[src/rtl/cordic_pkg.sv]
// Shared constants, FSM state type and lookup tables for the hyperbolic CORDIC atanh block.
package cordic_pkg;

    localparam int WORD_SZ  = 32;
    localparam int FRAC_SZ  = 15;
    localparam int IN_LIMIT = 26214;
    localparam int ITER_CNT = 17;

    typedef enum logic [1:0] {
        IDLE,
        RUN,
        DONE
    } state_t;

    // atanh(2^-i) in Q15, indexed by shift amount i.
    localparam int ATANH_LUT [1:15] = '{
        18000, 8369, 4118, 2051, 1024, 512, 256, 128,
        64, 32, 16, 8, 4, 2, 1
    };

    // Shifts 4 and 13 repeat so the hyperbolic iteration converges.
    function automatic logic [3:0] shift_of(input logic [4:0] cnt);
        case (cnt)
            5'd0:    shift_of = 4'd1;
            5'd1:    shift_of = 4'd2;
            5'd2:    shift_of = 4'd3;
            5'd3:    shift_of = 4'd4;
            5'd4:    shift_of = 4'd4;
            5'd5:    shift_of = 4'd5;
            5'd6:    shift_of = 4'd6;
            5'd7:    shift_of = 4'd7;
            5'd8:    shift_of = 4'd8;
            5'd9:    shift_of = 4'd9;
            5'd10:   shift_of = 4'd10;
            5'd11:   shift_of = 4'd11;
            5'd12:   shift_of = 4'd12;
            5'd13:   shift_of = 4'd13;
            5'd14:   shift_of = 4'd13;
            5'd15:   shift_of = 4'd14;
            default: shift_of = 4'd15;
        endcase
    endfunction

endpackage

[src/rtl/cordic_hyp_vec_stage.sv]
// One combinational hyperbolic vectoring micro-rotation; all outputs use pre-update x/y/z.
module cordic_hyp_vec_stage #(
    parameter int W = 32
) (
    input  logic [W-1:0] x,
    input  logic [W-1:0] y,
    input  logic [W-1:0] z,
    input  logic [3:0]   shift,
    input  logic [W-1:0] lut,
    output logic [W-1:0] x_next,
    output logic [W-1:0] y_next,
    output logic [W-1:0] z_next
);

    logic [W-1:0] x_sh;
    logic [W-1:0] y_sh;
    logic         y_pos;

    assign x_sh  = $signed(x) >>> shift;
    assign y_sh  = $signed(y) >>> shift;
    assign y_pos = ~y[W-1];

    assign x_next = y_pos ? x - y_sh : x + y_sh;
    assign y_next = y_pos ? y - x_sh : y + x_sh;
    assign z_next = y_pos ? z + lut  : z - lut;

endmodule

[src/rtl/cordic_atanh.sv]
// Iterative hyperbolic CORDIC computing atanh(t) in Q15, one iteration per clock, valid/ready handshake.
module cordic_atanh
    import cordic_pkg::*;
#(
    parameter int WORD_SZ = cordic_pkg::WORD_SZ,
    parameter int FRAC_SZ = cordic_pkg::FRAC_SZ
) (
    input  logic               clk,
    input  logic               rst_n,
    input  logic               in_valid,
    output logic               in_ready,
    input  logic [WORD_SZ-1:0] in_data,
    output logic               out_valid,
    input  logic               out_ready,
    output logic [WORD_SZ-1:0] out_data,
    output logic               out_sat
);

    localparam logic [WORD_SZ-1:0] LIM_POS = WORD_SZ'(IN_LIMIT);
    localparam logic [WORD_SZ-1:0] LIM_NEG = WORD_SZ'(-IN_LIMIT);
    localparam logic [WORD_SZ-1:0] ONE     = WORD_SZ'(1) << FRAC_SZ;
    localparam logic [4:0]         LAST    = 5'(ITER_CNT - 1);

    state_t             state;
    logic [WORD_SZ-1:0] x, y, z;
    logic [4:0]         cnt;
    logic [3:0]         shift;
    logic [WORD_SZ-1:0] lut;
    logic [WORD_SZ-1:0] x_next, y_next, z_next;
    logic               over, under;

    assign in_ready  = (state == IDLE);
    assign out_valid = (state == DONE);

    assign shift = shift_of(cnt);
    assign lut   = WORD_SZ'(ATANH_LUT[shift]);
    assign over  = $signed(in_data) > $signed(LIM_POS);
    assign under = $signed(in_data) < $signed(LIM_NEG);

    cordic_hyp_vec_stage #(.W(WORD_SZ)) u_stage (
        .x      (x),
        .y      (y),
        .z      (z),
        .shift  (shift),
        .lut    (lut),
        .x_next (x_next),
        .y_next (y_next),
        .z_next (z_next)
    );

    // NOTE: state registers use non-blocking assignments so every update in
    // this block sees the values from before the clock edge.
    always_ff @(posedge clk or negedge rst_n) begin
        if (!rst_n) begin
            state    <= IDLE;
            x        <= '0;
            y        <= '0;
            z        <= '0;
            cnt      <= '0;
            out_data <= '0;
            out_sat  <= 1'b0;
        end else begin
            case (state)
                IDLE: begin
                    if (in_valid) begin
                        state   <= RUN;
                        x       <= ONE;
                        y       <= over ? LIM_POS : (under ? LIM_NEG : in_data);
                        z       <= '0;
                        cnt     <= '0;
                        out_sat <= over | under;
                    end
                end
                RUN: begin
                    x   <= x_next;
                    y   <= y_next;
                    z   <= z_next;
                    cnt <= cnt + 5'd1;
                    if (cnt == LAST) begin
                        state    <= DONE;
                        out_data <= z_next;
                    end
                end
                DONE: begin
                    if (out_ready) state <= IDLE;
                end
                default: state <= IDLE;
            endcase
        end
    end

endmodule

[config.mk]
export PLATFORM = sky130hd
export DESIGN_NAME = cordic_atanh
export DESIGN_NICKNAME = d
export VERILOG_FILES = /design/src/rtl/cordic_pkg.sv /design/src/rtl/cordic_hyp_vec_stage.sv /design/src/rtl/cordic_atanh.sv
export SDC_FILE = /design/constraint.sdc
export NUM_CORES = 1
export LEC_CHECK = 0
export BUFFER_PORTS_ARGS = -buffer_cell sky130_fd_sc_hd__buf_2
export CAP_MARGIN = 5
export CORE_MARGIN = 2
export CORE_UTILIZATION = 38
export DETAILED_ROUTE_END_ITERATION = 6
export SYNTH_ARGS = -nofsm -noshare
export SYNTH_HDL_FRONTEND = slang
export SYNTH_SLANG_ARGS = --single-unit
[constraint.sdc]
create_clock -name clk -period 7.1 [get_ports clk]
set_input_delay 0.71 -clock clk [delete_from_list [all_inputs] [get_ports clk]]
set_output_delay 0.71 -clock clk [all_outputs]
set_load 0.02 [all_outputs]
* Yosys cells after proc, flatten, opt, wreduce, memory -nomap -nowiden
Memory sizes are Yosys's and may differ from the RTL's. Index checks and enable logic that the tools add are counted.
Cells by class: shifts and indexed selects 2, $lt $le $gt $ge 3, bitwise gates (word level) 2, equal/unequal tests 6, div/mod/pow operators 0, $add $sub $neg 7, reduce and logical (&&, ||, !) cells 6, muxes and demuxes 20, multiply operators 0
Operators with widths (number):
- $mux W32 | 10
- $pmux W32 S2 | 3
- $add A32 B32 Y32 | 3
- $sub A32 B32 Y32 | 3
- $sshr A32 B4 Y32 | 2
- $gt A32 B16 Y1 const B | 1
- $lt A32 B16 Y1 const B | 1
- $pmux W5 S2 | 1
- $mux W2 | 3
- $pmux W2 S3 | 1
- $reduce_and A2 Y1 | 3
- $add A5 B1 Y5 const B | 1
- $eq A5 B5 Y1 const B | 1
- $ge A5 B5 Y1 const B | 1
- $mux W5 | 1
- $not A4 Y5 | 1
- $mux W4 | 1
- $ne A2 B2 Y1 const B | 2
- $reduce_and A3 Y1 | 1
- $eq A2 B1 Y1 const B | 1
- $eq A2 B2 Y1 const B | 1
- $logic_not A2 Y1 | 1
- $ne A2 B1 Y1 const B | 1
- $reduce_bool A2 Y1 | 1
- $or A1 B1 Y1 | 1
Storage, ports and cells: RAM bits 0, latch bits 0, input port bits 36, memories 2, bits in read-only memories 576, output and inout port bits 35, logic and storage cells 55, bits in registers 136
Memory list:
- (no name shown) | depth 16, bits a word 32, rd ports 1, clocked after Yosys merged registers in 0, write ports 0, line cordic_atanh.sv:36 | assign lut = WORD_SZ'(ATANH_LUT[shift]);
- (no name shown) | depth 16, bits a word 4, rd ports 1, clocked after Yosys merged registers in 0, write ports 0, line cordic_pkg.sv:23 | case (cnt)

* Longest topological paths before layout
An unclocked memory read counts as a cell.
depth in word-level cells 9, depth in mapped cells 32, depth with buffers taken out 29

* By module
From an unflattened synthesis, not the netlist that was laid out.
Unflattened totals: cells, all modules 1827, area total of the unflattened synthesis 15997.8 um^2
Modules (own cells, without submodules):
- cordic_hyp_vec_stage | sequential area each 0.0 um^2, area each 10249.8 um^2, cells each 1347, instances 1
- cordic_atanh | sequential area each 3403.3 um^2, area each 5748.0 um^2, cells each 480, instances 1

* Worst setup path before layout
No wires, ideal clock.
kind reg-to-reg, start point register cnt[1], end point register x[31], arrival time 6351 ps, buffers on the path 3, library setup time 78 ps, slack 671 ps, stages on the path, launching flop included 31, period minus slack after synthesis 6429 ps, required time 7022 ps, cell sequence dfrtp_1 > buf_1 > clkinv_1 > ha_1 > mux2_4 > o22ai_4 > buf_2 > buf_2 > a21oi_1 > a22o_1 > nor4_1 > inv_1 > ha_1 > inv_1 > a31oi_1 > nand2_1 > and4bb_1 > a31oi_1 > xnor2_1 > ha_1 > a21o_1 > a21oi_1 > o211ai_1 > a2111oi_0 > a211oi_1 > nor4b_1 > nor2_1 > a211oi_1 > xnor2_1 > or3_1 > o21ai_1
On the way: cells in the longest elaborated chain, start to end 6, elaborated cells between the ends (all ways) 7, those cells by class add/sub: 2; shift: 1; mux: 3; memory: 1
RTL lines:
- start: declaration | line cordic_atanh.sv:26 | logic [4:0] cnt;
- start signal: assignment | line cordic_atanh.sv:78 | cnt <= cnt + 5'd1;
- $mem_v2 Z16 W4 (*)
- $mux W4 (*) | line cordic_pkg.sv:23
- $sshr A32 B4 Y32 (*) | line cordic_hyp_vec_stage.sv:20 | assign y_sh = $signed(y) >>> shift;
- $sub A32 B32 Y32 or $add A32 B32 Y32 (tied branches) | line cordic_hyp_vec_stage.sv:23 | assign x_next = y_pos ? x - y_sh : x + y_sh;
- $mux W32 (*) | line cordic_hyp_vec_stage.sv:23
- $pmux W32 S2 (*) | line cordic_atanh.sv:63 | case (state)
- end signal: assignment | line cordic_atanh.sv:75 | x <= x_next;
- end: declaration | line cordic_atanh.sv:25 | logic [WORD_SZ-1:0] x, y, z;
Every way passes the cells marked *; elsewhere a longest branch is shown, timed or not. A chain may end at the register's enable or synchronous reset.

* Worst setup path in the final report
start point register cnt[3], end point register x[31]
The elaborated chain is that of the path after synthesis.

==> flow_summary.rst <==
.. list-table::
   :header-rows: 1

   * - Metric
     - Value
   * - First drt pass iteration count
     - 6
   * - # fillers
     - 4484
   * - Hold bufs inserted after CTS
     - 0
   * - Number of setup violations in the final report
     - 0
   * - Actual slew at the worst max-slew pin
     - 1300 ps
   * - Half-perimeter wire length of the detailed placement result
     - 54.1 mm
   * - H-tree levels
     - 4
   * - Min setup slack post-route
     - 346 ps
   * - Wire length of the first global-routing pass
     - 109 mm
   * - Detail-routed via count per cell
     - 6.41
   * - Die extent in y
     - 215 um
   * - Clock root buffer
     - sky130_fd_sc_hd__clkbuf_16
   * - Buffering stage count on the worst path with inverters included
     - 7
   * - Flops & latches, synth
     - 136
   * - Required @ worst endpoint
     - 7500 ps
   * - Reported max-cap violation count
     - 0
   * - Setup crit end kind
     - register
   * - Worst slew margin relative to its limit
     - 0.129
   * - CTS tree
     - built
   * - Fmax achieved
     - 0.148 GHz
   * - Min Clock Period, post-route
     - 6750 ps
   * - Most instantiated cells after synthesis
     - sky130_fd_sc_hd__a21oi_1 (176), sky130_fd_sc_hd__nor2_1 (163), sky130_fd_sc_hd__o21ai_0 (160)
   * - Number of cells traversed by the worst register-to-register path
     - 28
   * - Starting density of the core
     - 0.384
   * - Post-synthesis cell type with the largest combined area
     - sky130_fd_sc_hd__dfrtp_1
   * - Initial antenna violation count
     - 2
   * - Dominant cell by count in the synthesized netlist
     - sky130_fd_sc_hd__a21oi_1
   * - Number of buffers between clock root and the deepest sink
     - 2
   * - Proportion of netlist area held by the largest area contributor
     - 0.201
   * - Number of rows created at floorplan
     - 77
   * - Area of placed instances
     - 0.0185 mm2
   * - Number of max-slew violations in the final report
     - 0
   * - Crit-path max cell delay
     - 610 ps
   * - Area contributors post-synth
     - sky130_fd_sc_hd__dfrtp_1 (20%), sky130_fd_sc_hd__ha_1 (8.3%), sky130_fd_sc_hd__a21oi_1 (5.2%)
   * - Clock latency at the later pin of the worst-skew pair
     - 500 ps
   * - Outcome
     - complete, no violations
   * - N_diodes
     - 0
   * - Arrival time of the worst setup path
     - 7160 ps
   * - Final standard cell area without fillers
     - 0.0192 mm2
   * - Leading register cell type out of synthesis
     - sky130_fd_sc_hd__dfrtp_1
   * - Width of the die
     - 215 um
   * - Pin count of the biggest net entering global routing
     - 75
   * - Unrepaired setup endpoints after global routing
     - false
   * - Total wire length
     - 71.8 mm
   * - Cts bufs inserted
     - 17
   * - Number of input and output port buffers inserted
     - 70
   * - Ports
     - 71
   * - Post-Synthesis Cell Area
     - 0.0169 mm2
   * - Die area
     - 0.0462 mm2
   * - Number of enable flip-flop cells after synthesis
     - 0
   * - Synth-to-layout area growth
     - 13.6%
   * - Top Family by Delay on Critical Path
     - compound AO/OA/AOI/OAI gates
   * - Mean post-synth cell area
     - 7.78 um2
   * - Number of global-route vias before repair
     - 17.5k
   * - Clk slew on worst S/H paths
     - 70 ps
   * - Area of combinational cells with multiple inputs
     - 0.0126 mm2
   * - Number of synthesis warnings
     - 0
   * - Synth cell types
     - 109
   * - CORE AREA
     - 0.0440 mm2
   * - Clk sink count
     - 136
   * - Drc violations
     - 0
   * - Crit share post-route
     - 0.951
   * - Syn Inst Count
     - 2171
   * - Residual antenna-violating net count after detailed routing
     - 0
   * - Worst Hold Class
     - in2async
   * - Element type at the critical path start
     - register
   * - Global-route congestion overflow total
     - 0
   * - Crit-path most repeated cell
     - sky130_fd_sc_hd__buf_4
   * - Tot GR Track Use
     - 0.308
   * - Gpl congestion
     - 1.01
   * - Share of final-layout standard cells stronger than drive strength 1
     - 0.160
   * - Net Count, Synth
     - 2322
   * - Worst Setup Slack post-DPL
     - 86.2 ps
   * - Hold Vio Cnt, Final
     - 0
   * - TNS Setup
     - 0 ps
   * - Nets
     - 2406
   * - Classification of the worst setup path
     - reg2reg
   * - Flip-flop and latch area
     - 0.00341 mm2
   * - Largest fanout on the critical path
     - 17
   * - Cell type of the slowest stage on the worst timing path
     - sky130_fd_sc_hd__dfrtp_2
   * - Cell depth of the worst setup path
     - 28
   * - Sequential cell area fraction in the yosys report
     - 0.201
   * - Total via count in the routed design
     - 18.3k
   * - Count of routing violations after the opening detailed-route iteration
     - 1681
   * - Reg2Reg Setup Slack
     - 350 ps
   * - Clock skew after layout
     - 18.7 ps
   * - Share of flip-flops with an asynchronous set or reset after synthesis
     - 1.00
   * - Wirelength per Cell
     - 25.1 um
## final timing paths
| kind | start | end |
|---|---|---|
| setup / recovery | cnt[3] | x[31] |
| hold / removal | rst_n | x[4] |
| setup reg to reg | cnt[3] | x[31] |
| hold reg to reg | out_data[28] | out_data[28] |
| max in group asynchronous | rst_n | y[31] |
| min in group clk | out_data[28] | out_data[28] |
## metrics by stage
stage	utilization	hold slack, ps	instances
after floorplan	-	414	2171
after global placement	0.420	461	2821
after detailed placement	0.420	465	2821
after CTS	0.434	240	2853
after global routing	0.436	279	2860
final	0.436	218	2860
## repair_timing
action / CTS / global route
setup endpoints to repair: 0 / 17
buffers inserted: 0 / 6
resized for setup: 0 / 9
## cell families after synthesis
family,after synthesis,synth area share
AO/OA/AOI/OAI,839,0.339
multiplexers,77,0.0498
AND/OR/NAND/NOR,632,0.190
buffers and inverters,230,0.0584
flip-flops,136,0.201
XOR/XNOR,142,0.0749
adder cells (fa/ha/maj),115,0.0865
## layout make-up
type                    instances  share of cell area
well taps                     592              0.0386
clock inverters                14             0.00926
repair buffers                227              0.0837
clock buffers                  18              0.0229
multi-input cells            1805               0.654
inverters                      68              0.0133
flip-flops and latches        136               0.178
## metal layers
metal  track usage  share of wire  vias to the layer above
met5             0              0                        -
met4         0.155          0.049                        0
met3        0.0658          0.071                      193
met2         0.486           0.45                      829
met1         0.398           0.43                     8867
li1              -              -                     8440
## cell usage in the layout (no fill, tap or decap), types with 17 or more instances in the layout
master / count
sky130_fd_sc_hd__clkbuf_16: 18
sky130_fd_sc_hd__o211ai_1: 49
sky130_fd_sc_hd__xor2_1: 68
sky130_fd_sc_hd__buf_2: 69
sky130_fd_sc_hd__mux2_2: 22
sky130_fd_sc_hd__dfrtp_1: 133
sky130_fd_sc_hd__o21ai_0: 159
sky130_fd_sc_hd__a221oi_1: 25
sky130_fd_sc_hd__o22ai_1: 37
sky130_fd_sc_hd__o221ai_1: 34
sky130_fd_sc_hd__nor3_1: 46
sky130_fd_sc_hd__a31oi_1: 36
sky130_fd_sc_hd__a21o_1: 61
sky130_fd_sc_hd__nor2_1: 160
sky130_fd_sc_hd__nand3_1: 94
sky130_fd_sc_hd__nor2b_1: 23
sky130_fd_sc_hd__nand2b_1: 19
sky130_fd_sc_hd__inv_1: 65
sky130_fd_sc_hd__nor4_1: 17
sky130_fd_sc_hd__mux2i_1: 48
sky130_fd_sc_hd__a21oi_1: 175
sky130_fd_sc_hd__nand2_1: 143
sky130_fd_sc_hd__a211oi_1: 75
sky130_fd_sc_hd__ha_1: 111
sky130_fd_sc_hd__xnor2_1: 72
sky130_fd_sc_hd__a22oi_1: 25
sky130_fd_sc_hd__buf_4: 151
## registers in the layout (all words and copies together), names as in the netlist
signal    cells
state         2
cnt           5
out_sat       1
x            32
out_data     32
z            32
y            32
Power is not shown: default switching activity piles up to over one toggle a cycle in this logic, so the estimate is an artifact.
